===== src/rtl/traffic_phase_scheduler_pkg.sv =====
// ---------------------------------------------------------------------------
// traffic_pkg: shared definitions for the two-approach phase scheduler.
//   RED / YELLOW / GREEN : 3-bit signal-head codes, {Red, Yellow, Green}.
//   phase_t              : scheduler state, also driven out as the debug phase.
//   phase_lights()       : {LA, LB} decode for a given phase.
// ---------------------------------------------------------------------------
package traffic_pkg;

    localparam logic [2:0] RED    = 3'b100;
    localparam logic [2:0] YELLOW = 3'b010;
    localparam logic [2:0] GREEN  = 3'b001;

    typedef enum logic [2:0] {
        A_GRN    = 3'd0,
        A_YEL    = 3'd1,
        RED_AB   = 3'd2,
        B_GRN    = 3'd3,
        B_YEL    = 3'd4,
        RED_BA   = 3'd5,
        PED_WALK = 3'd6
    } phase_t;

    // Returns {LA, LB}. Every phase other than a green/yellow is all-red.
    function automatic logic [5:0] phase_lights(phase_t p);
        logic [5:0] l;
        l = {RED, RED};
        case (p)
            A_GRN:   l = {GREEN,  RED};
            A_YEL:   l = {YELLOW, RED};
            B_GRN:   l = {RED,    GREEN};
            B_YEL:   l = {RED,    YELLOW};
            default: l = {RED,    RED};
        endcase
        return l;
    endfunction

endpackage


===== src/rtl/traffic_phase_scheduler_if.sv =====
// ---------------------------------------------------------------------------
// traffic_phase_scheduler_if: signal bundle between the controller and the
// surrounding system (clk/reset stay plain ports on the scheduler).
//   tick, TA, TB, ped_req          : system -> scheduler
//   LA, LB, walk, phase, ped_pending : scheduler -> system
// modport master : the system side (drives inputs, observes lights).
// modport slave  : the scheduler side.
// ---------------------------------------------------------------------------
interface traffic_phase_scheduler_if;

    logic       tick;
    logic       TA;
    logic       TB;
    logic       ped_req;
    logic [2:0] LA;
    logic [2:0] LB;
    logic       walk;
    logic [2:0] phase;
    logic       ped_pending;

    modport master (
        output tick, TA, TB, ped_req,
        input  LA, LB, walk, phase, ped_pending
    );

    modport slave (
        input  tick, TA, TB, ped_req,
        output LA, LB, walk, phase, ped_pending
    );

endinterface


===== src/rtl/traffic_phase_scheduler_phase_timer.sv =====
// ---------------------------------------------------------------------------
// phase_timer: CNT_W-bit phase timer.
//   clk, reset : clock, synchronous active-high reset
//   clr_i      : clear (phase entry); wins over tick_i
//   tick_i     : time-base enable; count advances by one per tick
//   count_o    : current count, saturating at SAT
// ---------------------------------------------------------------------------
module phase_timer #(
    parameter int CNT_W = 4,
    parameter int SAT   = 12
) (
    input  logic             clk,
    input  logic             reset,
    input  logic             clr_i,
    input  logic             tick_i,
    output logic [CNT_W-1:0] count_o
);

    localparam logic [CNT_W-1:0] SAT_V = CNT_W'(SAT);

    logic [CNT_W-1:0] count_q;
    logic [CNT_W-1:0] count_d;

    always_comb begin
        count_d = count_q;
        if (clr_i) begin
            count_d = '0;
        end else if (tick_i && (count_q != SAT_V)) begin
            count_d = count_q + 1'b1;
        end
    end

    always_ff @(posedge clk) begin
        if (reset) begin
            count_q <= '0;
        end else begin
            count_q <= count_d;
        end
    end

    assign count_o = count_q;

endmodule


===== src/rtl/traffic_phase_scheduler.sv =====
// ---------------------------------------------------------------------------
// traffic_phase_scheduler: two-approach (A / B) intersection phase scheduler
// with min/max green, yellow, all-red clearance and an optional all-red
// pedestrian walk phase. All timing advances on bus.tick only.
//   clk, reset : clock, synchronous active-high reset (forces A_GRN)
//   bus        : traffic_phase_scheduler_if.slave
//                in : tick, TA, TB, ped_req
//                out: LA, LB ({R,Y,G}), walk, phase (debug), ped_pending
// Build option: define TRAFFIC_PED_EN to include the pedestrian path; when
// undefined ped_req is ignored and walk / ped_pending are held at 0.
// ---------------------------------------------------------------------------
import traffic_pkg::*;

module traffic_phase_scheduler #(
    parameter int MIN_GREEN = 4,
    parameter int MAX_GREEN = 12,
    parameter int YELLOW_T  = 3,
    parameter int ALL_RED_T = 1,
    parameter int WALK_T    = 6,
    parameter int CNT_W     = 4
) (
    input  logic                      clk,
    input  logic                      reset,
    traffic_phase_scheduler_if.slave  bus
);

    localparam logic [CNT_W-1:0] MIN_V = CNT_W'(MIN_GREEN);
    localparam logic [CNT_W-1:0] MAX_V = CNT_W'(MAX_GREEN);
    localparam logic [CNT_W-1:0] YEL_V = CNT_W'(YELLOW_T);
    localparam logic [CNT_W-1:0] RED_V = CNT_W'(ALL_RED_T);
`ifdef TRAFFIC_PED_EN
    localparam logic [CNT_W-1:0] WLK_V = CNT_W'(WALK_T);
`endif

    phase_t           state_q;
    phase_t           state_d;
    logic [2:0]       la_q;
    logic [2:0]       lb_q;
    logic [CNT_W-1:0] n_q;
    logic [CNT_W-1:0] n_inc;
    logic             leave;
    logic             demand_a;   // request to leave A green
    logic             demand_b;   // request to leave B green

    phase_timer #(
        .CNT_W (CNT_W),
        .SAT   (MAX_GREEN)
    ) u_timer (
        .clk     (clk),
        .reset   (reset),
        .clr_i   (leave),
        .tick_i  (bus.tick),
        .count_o (n_q)
    );

    // Transition tests look at the count as it will be after this tick.
    assign n_inc = (n_q == MAX_V) ? n_q : n_q + 1'b1;

`ifdef TRAFFIC_PED_EN
    logic ped_q;
    logic ped_d;
    logic last_b_q;   // 1: B was the last approach given green
    logic last_b_d;
    logic walk_q;

    assign demand_a = bus.TB | ped_q;
    assign demand_b = bus.TA | ped_q;
`else
    assign demand_a = bus.TB;
    assign demand_b = bus.TA;
`endif

    always_comb begin
        state_d = state_q;
        if (bus.tick) begin
            case (state_q)
                A_GRN:
                    if (demand_a && (((n_inc >= MIN_V) && !bus.TA) || (n_inc >= MAX_V)))
                        state_d = A_YEL;
                A_YEL:
                    if (n_inc == YEL_V) state_d = RED_AB;
                RED_AB:
                    if (n_inc == RED_V) begin
`ifdef TRAFFIC_PED_EN
                        state_d = ped_q ? PED_WALK : B_GRN;
`else
                        state_d = B_GRN;
`endif
                    end
                B_GRN:
                    if (demand_b && (((n_inc >= MIN_V) && !bus.TB) || (n_inc >= MAX_V)))
                        state_d = B_YEL;
                B_YEL:
                    if (n_inc == YEL_V) state_d = RED_BA;
                RED_BA:
                    if (n_inc == RED_V) begin
`ifdef TRAFFIC_PED_EN
                        state_d = ped_q ? PED_WALK : A_GRN;
`else
                        state_d = A_GRN;
`endif
                    end
`ifdef TRAFFIC_PED_EN
                PED_WALK:
                    if (n_inc == WLK_V) state_d = last_b_q ? A_GRN : B_GRN;
`endif
                default:
                    state_d = A_GRN;
            endcase
        end
    end

    assign leave = (state_d != state_q);

`ifdef TRAFFIC_PED_EN
    // Entering the walk serves the request, including a press in that cycle.
    always_comb begin
        ped_d    = ped_q | bus.ped_req;
        last_b_d = last_b_q;
        if (leave && (state_d == PED_WALK)) ped_d    = 1'b0;
        if (leave && (state_d == A_GRN))    last_b_d = 1'b0;
        if (leave && (state_d == B_GRN))    last_b_d = 1'b1;
    end
`endif

    // Lights are registered from the next state, so they always match state_q.
    always_ff @(posedge clk) begin
        if (reset) begin
            state_q      <= A_GRN;
            {la_q, lb_q} <= phase_lights(A_GRN);
`ifdef TRAFFIC_PED_EN
            walk_q       <= 1'b0;
            ped_q        <= 1'b0;
            last_b_q     <= 1'b0;
`endif
        end else begin
            state_q      <= state_d;
            {la_q, lb_q} <= phase_lights(state_d);
`ifdef TRAFFIC_PED_EN
            walk_q       <= (state_d == PED_WALK);
            ped_q        <= ped_d;
            last_b_q     <= last_b_d;
`endif
        end
    end

    assign bus.LA    = la_q;
    assign bus.LB    = lb_q;
    assign bus.phase = state_q;

`ifdef TRAFFIC_PED_EN
    assign bus.walk        = walk_q;
    assign bus.ped_pending = ped_q;
`else
    logic unused_ped_req;
    assign unused_ped_req  = bus.ped_req;
    assign bus.walk        = 1'b0;
    assign bus.ped_pending = 1'b0;
`endif

endmodule

===== src/flat_wrapper.sv =====
// flat-port wrapper written by rule: the top's interface ports become plain ports
module traffic_phase_scheduler_flat 
#(
    parameter int MIN_GREEN = 4,
    parameter int MAX_GREEN = 12,
    parameter int YELLOW_T  = 3,
    parameter int ALL_RED_T = 1,
    parameter int WALK_T    = 6,
    parameter int CNT_W     = 4
)
  (clk, reset, bus_tick, bus_TA, bus_TB, bus_ped_req, bus_LA, bus_LB, bus_walk, bus_phase, bus_ped_pending);
  traffic_phase_scheduler_if bus_i ();
  input  logic clk;
  input  logic reset;
  input wire logic [$bits(bus_i.tick)-1:0] bus_tick;
  input wire logic [$bits(bus_i.TA)-1:0] bus_TA;
  input wire logic [$bits(bus_i.TB)-1:0] bus_TB;
  input wire logic [$bits(bus_i.ped_req)-1:0] bus_ped_req;
  output wire logic [$bits(bus_i.LA)-1:0] bus_LA;
  output wire logic [$bits(bus_i.LB)-1:0] bus_LB;
  output wire logic [$bits(bus_i.walk)-1:0] bus_walk;
  output wire logic [$bits(bus_i.phase)-1:0] bus_phase;
  output wire logic [$bits(bus_i.ped_pending)-1:0] bus_ped_pending;
  assign bus_i.tick = bus_tick;
  assign bus_i.TA = bus_TA;
  assign bus_i.TB = bus_TB;
  assign bus_i.ped_req = bus_ped_req;
  assign bus_LA = bus_i.LA;
  assign bus_LB = bus_i.LB;
  assign bus_walk = bus_i.walk;
  assign bus_phase = bus_i.phase;
  assign bus_ped_pending = bus_i.ped_pending;
  traffic_phase_scheduler #(.MIN_GREEN(MIN_GREEN), .MAX_GREEN(MAX_GREEN), .YELLOW_T(YELLOW_T), .ALL_RED_T(ALL_RED_T), .WALK_T(WALK_T), .CNT_W(CNT_W)) u_core (.clk(clk), .reset(reset), .bus(bus_i));
endmodule

===== config.mk =====
export PLATFORM = sky130hd
export DESIGN_NAME = traffic_phase_scheduler_flat
export DESIGN_NICKNAME = d
export VERILOG_FILES = /design/src/rtl/traffic_phase_scheduler_pkg.sv /design/src/rtl/traffic_phase_scheduler_if.sv /design/src/rtl/traffic_phase_scheduler_phase_timer.sv /design/src/rtl/traffic_phase_scheduler.sv /design/src/flat_wrapper.sv
export SDC_FILE = /design/constraint.sdc
export NUM_CORES = 1
export LEC_CHECK = 0
export ABC_AREA = 1
export BUFFER_PORTS_ARGS = -buffer_cell sky130_fd_sc_hd__buf_2
export CAP_MARGIN = 10
export CORE_UTILIZATION = 56
export CTS_CLUSTER_DIAMETER = 30
export DETAILED_ROUTE_END_ITERATION = 8
export PLACE_DENSITY = 0.84
export SYNTH_ARGS = -nofsm -noshare
export SYNTH_HDL_FRONTEND = slang
export SYNTH_SLANG_ARGS = --single-unit

===== constraint.sdc =====
create_clock -name clk -period 3.3 [get_ports clk]
set_input_delay 0.66 -clock clk [delete_from_list [all_inputs] [get_ports clk]]
set_output_delay 0.66 -clock clk [all_outputs]
set_load 0.05 [all_outputs]

-- Word level (Yosys, flattened, before mapping)
Cells that the tools add are included.
- flip-flop bits (word level): 13
- bits in latches: 0
- RAM bits: 0
- ROM bits: 0
- output and inout port bits: 11
- memories kept: 0
- add/subtract/negate cells: 1
- $mul: 0
- divide/modulo/power cells: 0
- $lt $le $gt $ge: 2
- eq/ne operators: 13
- shifts and indexed selects: 0
- multiplexer cells: 10
- bitwise gates (word level): 0
- reductions and logical operators: 12
- operators by type and width (cell ; number):
    $pmux W6 S4 ; 1
    $mux W3 ; 7
    $pmux W3 S6 ; 1
    $eq A3 B2 Y1 const B ; 3
    $eq A3 B3 Y1 const B ; 3
    $eq A3 B1 Y1 const B ; 2
    $logic_not A3 Y1 ; 2
    $logic_and A1 B1 Y1 ; 5
    $add A4 B1 Y4 const B ; 1
    $eq A4 B1 Y1 const B ; 1
    $eq A4 B2 Y1 const B ; 1
    $eq A4 B4 Y1 const B ; 1
    $ge A4 B3 Y1 const B ; 1
    $ge A4 B4 Y1 const B ; 1
    $mux W4 ; 1
    $ne A4 B4 Y1 const B ; 1
    $ne A3 B3 Y1 ; 1
    $logic_not A1 Y1 ; 2
    $logic_or A1 B1 Y1 ; 2
    $reduce_or A2 Y1 ; 1

-- Depth between registers and ports, before layout
- depth in word-level cells: 11
- mapped depth: 17

-- Cells and area by module
From an unflattened synthesis, not the netlist that was laid out.
- cells, all modules: 149
- area total of the unflattened synthesis: 1003.5 um^2
- by module, submodules not included (module ; instances ; cells each ; area an instance (um^2) ; sequential area each (um^2)):
    traffic_phase_scheduler ; 1 ; 119 ; 772.0 ; 180.2
    phase_timer ; 1 ; 30 ; 231.5 ; 80.1

-- Least setup slack after synthesis
Ideal clock, no wire load.
- path kind: reg-to-reg
- from: reg u_core.u_timer.count_q[0] (netlist: u_core.u_timer.count_o[0])
- to: reg u_core.lb_q[2] (netlist: u_core.bus.LB[2])
- library setup time: 113 ps
- data arrival time: 1728 ps
- data required time: 3187 ps
- slack: 1459 ps
- cell stages (with the launch flop): 15
- path through: dfxtp_1 -> inv_1 -> ha_1 -> nand3_1 -> nand3_2 -> nor2_4 -> nand2_2 -> nand2_2 -> nand2_2 -> nor2_2 -> nand4_1 -> nand2_1 -> nand2_1 -> nor2_2 -> nor2_1
- longest elaborated chain between the ends: 11
- elaborated cells between the ends (all ways): 26
- those cells by class: add/sub (1); order compare (2); eq/ne (6); mux (10); reduce/logical (7)
- ends and longest elaborated chain (what ; RTL line ; RTL):
    start: declaration ; traffic_phase_scheduler_phase_timer.sv:21 ; logic [CNT_W-1:0] count_q;
    start signal: assignment ; traffic_phase_scheduler_phase_timer.sv:37 ; count_q <= count_d;
    $add A4 B1 Y4 or $eq A4 B4 Y1 (tied branches) ; traffic_phase_scheduler.sv:57 ; assign n_inc = (n_q == MAX_V) ? n_q : n_q + 1'b1;
    $mux W4 (*) ; traffic_phase_scheduler.sv:57 ;
    $ge A4 B3 Y1 ; traffic_phase_scheduler.sv:78, traffic_phase_scheduler.sv:91 ;
    $logic_and A1 B1 Y1, on equally long branches ; traffic_phase_scheduler.sv:91, traffic_phase_scheduler.sv:78 ;
    $logic_or A1 B1 Y1, on equally long branches ; traffic_phase_scheduler.sv:91, traffic_phase_scheduler.sv:78 ;
    $logic_and A1 B1 Y1, on equally long branches ; traffic_phase_scheduler.sv:91, traffic_phase_scheduler.sv:78 ;
    $mux W3, on equally long branches ; traffic_phase_scheduler.sv:91, traffic_phase_scheduler.sv:78 ;
    $pmux W3 S6 (*) ; traffic_phase_scheduler.sv:76 ; case (state_q)
    $mux W3 (*) ; traffic_phase_scheduler.sv:75 ; if (bus.tick) begin
    $eq A3 B3 Y1, or another cell as far along ; traffic_phase_scheduler_pkg.sv:27 ; case (p)
    $pmux W6 S4 (*) ; traffic_phase_scheduler_pkg.sv:27 ;
    end signal: assignment ; traffic_phase_scheduler.sv:130 ; {la_q, lb_q} <= phase_lights(A_GRN);
    end signal: assignment ; traffic_phase_scheduler.sv:138 ; {la_q, lb_q} <= phase_lights(state_d);
    end: declaration ; traffic_phase_scheduler.sv:38 ; logic [2:0] lb_q;
Every way passes the cells marked *; elsewhere a longest branch is shown, timed or not.
A chain may end at the register's enable or synchronous reset.

-- Worst setup path in the final report
Same ends and word-level chain as after synthesis.

==> flow_summary.ini <==
[setup_path]
cp_cell_sequence = inv_1 > ha_1 > nand3_1 > nand3_2 > nor2_4 > nand2_2 > nand2_2 > nand2_2 > nor2_2 > nand4_1 > nand2_1 > nand2_1 > nor2_2 > nor2_1
cpPeakStageDelay_ns = 0.46
r2r_end = u_core.bus.LB[2]
timing.rr.start = u_core.u_timer.count_o[0]
worstPathMaxFanout = 7
crit_type = reg -> reg
cp_common_cell = nand2_2
start_kind = flip-flop
rr_worst_depth = 14
crit_path_end = u_core.bus.LB[2]
arrival_ns = 2.32
ff2ff_setup_slack_ns = 1.14
critPathRequiredTime_ns = 3.46
crit_path_end_kind = flip-flop
cp_slowest_cell = dfxtp_1
cp-startpoint = u_core.u_timer.count_o[0]

[die]
die_y_um = 40.9
core-area_um2 = 1350
die_x_um = 40.9
initial_core_util_pct = 62.7
die_area_um2 = 1670
row_count = 13
ios = 17

[layout]
antenna_cells = 0
drive_gt1_share_pct = 23.6
fillers = 123
final_nets = 154
area_growth_pct = 10.2

[synthesis]
synthCells = 129
avgSynthCellArea_um2 = 6.57
yosys_warnings = 0
netlist.area_leader.share_pct = 30.7
synth_top_cell_by_area = dfxtp_1
synth_seq_cells = 13
synth.area.top_cells = dfxtp_1 (31%), nand2_1 (15%), inv_1 (7.5%)
synth_cell_types = 24
synth_area_um2 = 847
ys_seq_area_share_pct = 30.7

[sta]
hold_violations = 0
layout_min_cycle_time_ns = 2.16
max_freq_mhz = 463
setup_viol = 0
post-route-period-util_pct = 65.5
slew_viol_final = 0
tns_ns = 0
worst_clock_skew_ns = 0.00483
whs_ns = 0.644
worst_slack_ns = 1.14
rsz0062_at_grt = false

[place]
hpwlAfterDp_mm = 1.45
place.gp.congestion = 0.746
io_buffers = 13
pre_cts_ws_ns = 1.15

[pwr]
p_leak_uw = 0.000520
p_total_uw = 400
p_per_area_nw_per_um2 = 428
peakVddDrop_uv = 309

[cts]
ctsResizeCount = 0
h-tree-depth = 1
cts.reportedPaths.clkPinSlew_ns = 0.08
cts_root_buf = clkbuf_4
tritoncts = done
cts_inserted_buffers = 3
clk_latency_ns = 0.26
postCtsHoldBufs = 0
post-cts-setup-buffers = 0
ctsLongestPathBuffers = 2
cts.sinks = 13

[global_route]
grt_pass1_wl_mm = 2.52
grtUsageTotal_pct = 23.4
grt_antenna_before_repair = 0
grt_max_degree = 12
overflow = 0
grt_pass1_vias = 658

[drt]
ant_nets = 0
dr.pass1.iters = 4
routed_wl_mm = 1.72
drt_iter0_markers = 23
detail_route.wl_per_cell_um = 10.8
via_per_inst = 5.21
drc = 0
num_vias = 828

[min_path]
hp-class = reg -> reg

[flow_run]
drv_cap = 0

[status]
outcome = finished clean
==> sequential cells by signal (all words and copies together) (netlist names) <==
name,cells
u_core.u_timer.count_o,4
u_core.bus.phase,3
u_core.bus.LA,3
u_core.bus.LB,3
==> layout make-up <==
cell class | count | area [um^2] | share of cell area [%]
repair buffers | 13 | 65.1 | 6.97
well taps | 15 | 18.8 | 2.01
inverters | 19 | 71.3 | 7.64
multi-input cells | 95 | 490 | 52.5
clock inverters | 1 | 5.00 | 0.536
flip-flops and latches | 13 | 260 | 27.9
clock buffers | 3 | 22.5 | 2.41
==> how the worst min path moves through the flow <==
stage,start,to,slack (ns),cells after the start
after global placement,u_core.u_timer.count_o[3],u_core.u_timer.count_o[3],0.62,4
after global routing,u_core.u_timer.count_o[0],u_core.u_timer.count_o[0],0.72,2
after floorplan,u_core.u_timer.count_o[3],u_core.u_timer.count_o[3],0.59,4
final,u_core.u_timer.count_o[3],u_core.u_timer.count_o[3],0.64,4
after detailed placement,u_core.u_timer.count_o[0],u_core.u_timer.count_o[0],0.63,2
after CTS,u_core.u_timer.count_o[3],u_core.u_timer.count_o[3],0.64,4
==> critical path: cells and delay by family (launching register included) <==
family,cells,cell delay (ns)
adders and majority gates,1,0.23
buffers and inverters,1,0.12
and+or+nand+nor,12,1.23
DFF,1,0.46
==> synthesized netlist by cell type <==
cell type  count
xor2_1         1
buf_4          2
nand2_2        7
inv_1         17
o21ai_2        1
a21oi_1        1
nand3b_1       1
clkbuf_8       1
nor2_2         4
o21ai_0        3
nand4_1        7
nand4_2        1
nor2_4         1
nor2_1        14
dfxtp_1       13
nand3_1       12
nand2_1       33
nor3_1         1
a31oi_1        1
ha_1           3
nor4_1         1
nand3_2        1
inv_2          2
conb_1         1
==> stage by stage <==
step           cells  util (%)  area (um^2)
2_1_floorplan    130         -          851
3_3_place_gp     155      67.1          906
3_5_place_dp     155      67.1          906
4_1_cts          159      69.1          933
5_1_grt          159      69.1          933
6_report         159      69.1          933
==> placed cells by master (no fill, tap or decap) <==
cell type / instances
nand2_1: 33
clkinv_2: 1
a21oi_1: 1
nor3_1: 1
nand2_2: 7
nand4_2: 1
nand3b_1: 1
nand4_1: 7
nand3_2: 1
clkbuf_4: 3
xor2_1: 1
inv_1: 17
nor2_2: 4
o21ai_2: 1
nand3_1: 12
a31oi_1: 1
nor2_4: 1
ha_1: 3
dfxtp_1: 13
nor2_1: 14
buf_2: 13
conb_1: 2
inv_2: 2
nor4_1: 1
o21ai_0: 3
==> where the power goes <==
| part | switching [uW] | total, uW | internal [uW] |
|---|---|---|---|
| combinational | 90.5 | 128 | 37.2 |
| sequential | 11.6 | 180 | 169 |
| clock | 46.7 | 91.5 | 44.8 |
==> layer usage <==
| metal | vias to the layer above | GRT usage, % | share of wire, % |
|---|---|---|---|
| met3 | 6 | 1.63 | 4.0 |
| met4 | 0 | 15.8 | 3.1 |
| li1 | 440 | - | - |
| met2 | 30 | 40.2 | 48 |
| met5 | - | 0 | 0 |
| met1 | 352 | 27.2 | 45 |
==> kinds of logic (layout without fill, tap and decap cells) <==
group | after synthesis | after routing | share of synthesized area, %
buffers and inverters | 22 | 36 | 11.8
XOR/XNOR | 1 | 1 | 1.03
AND/OR/NAND/NOR | 83 | 83 | 47.4
adder cells (fa/ha/maj) | 3 | 3 | 4.43
flip-flops | 13 | 13 | 30.7
AO/OA/AOI/OAI | 6 | 6 | 4.14
other | 1 | 2 | 0.443
No activity file was read; power rests on OpenSTA's default activity.
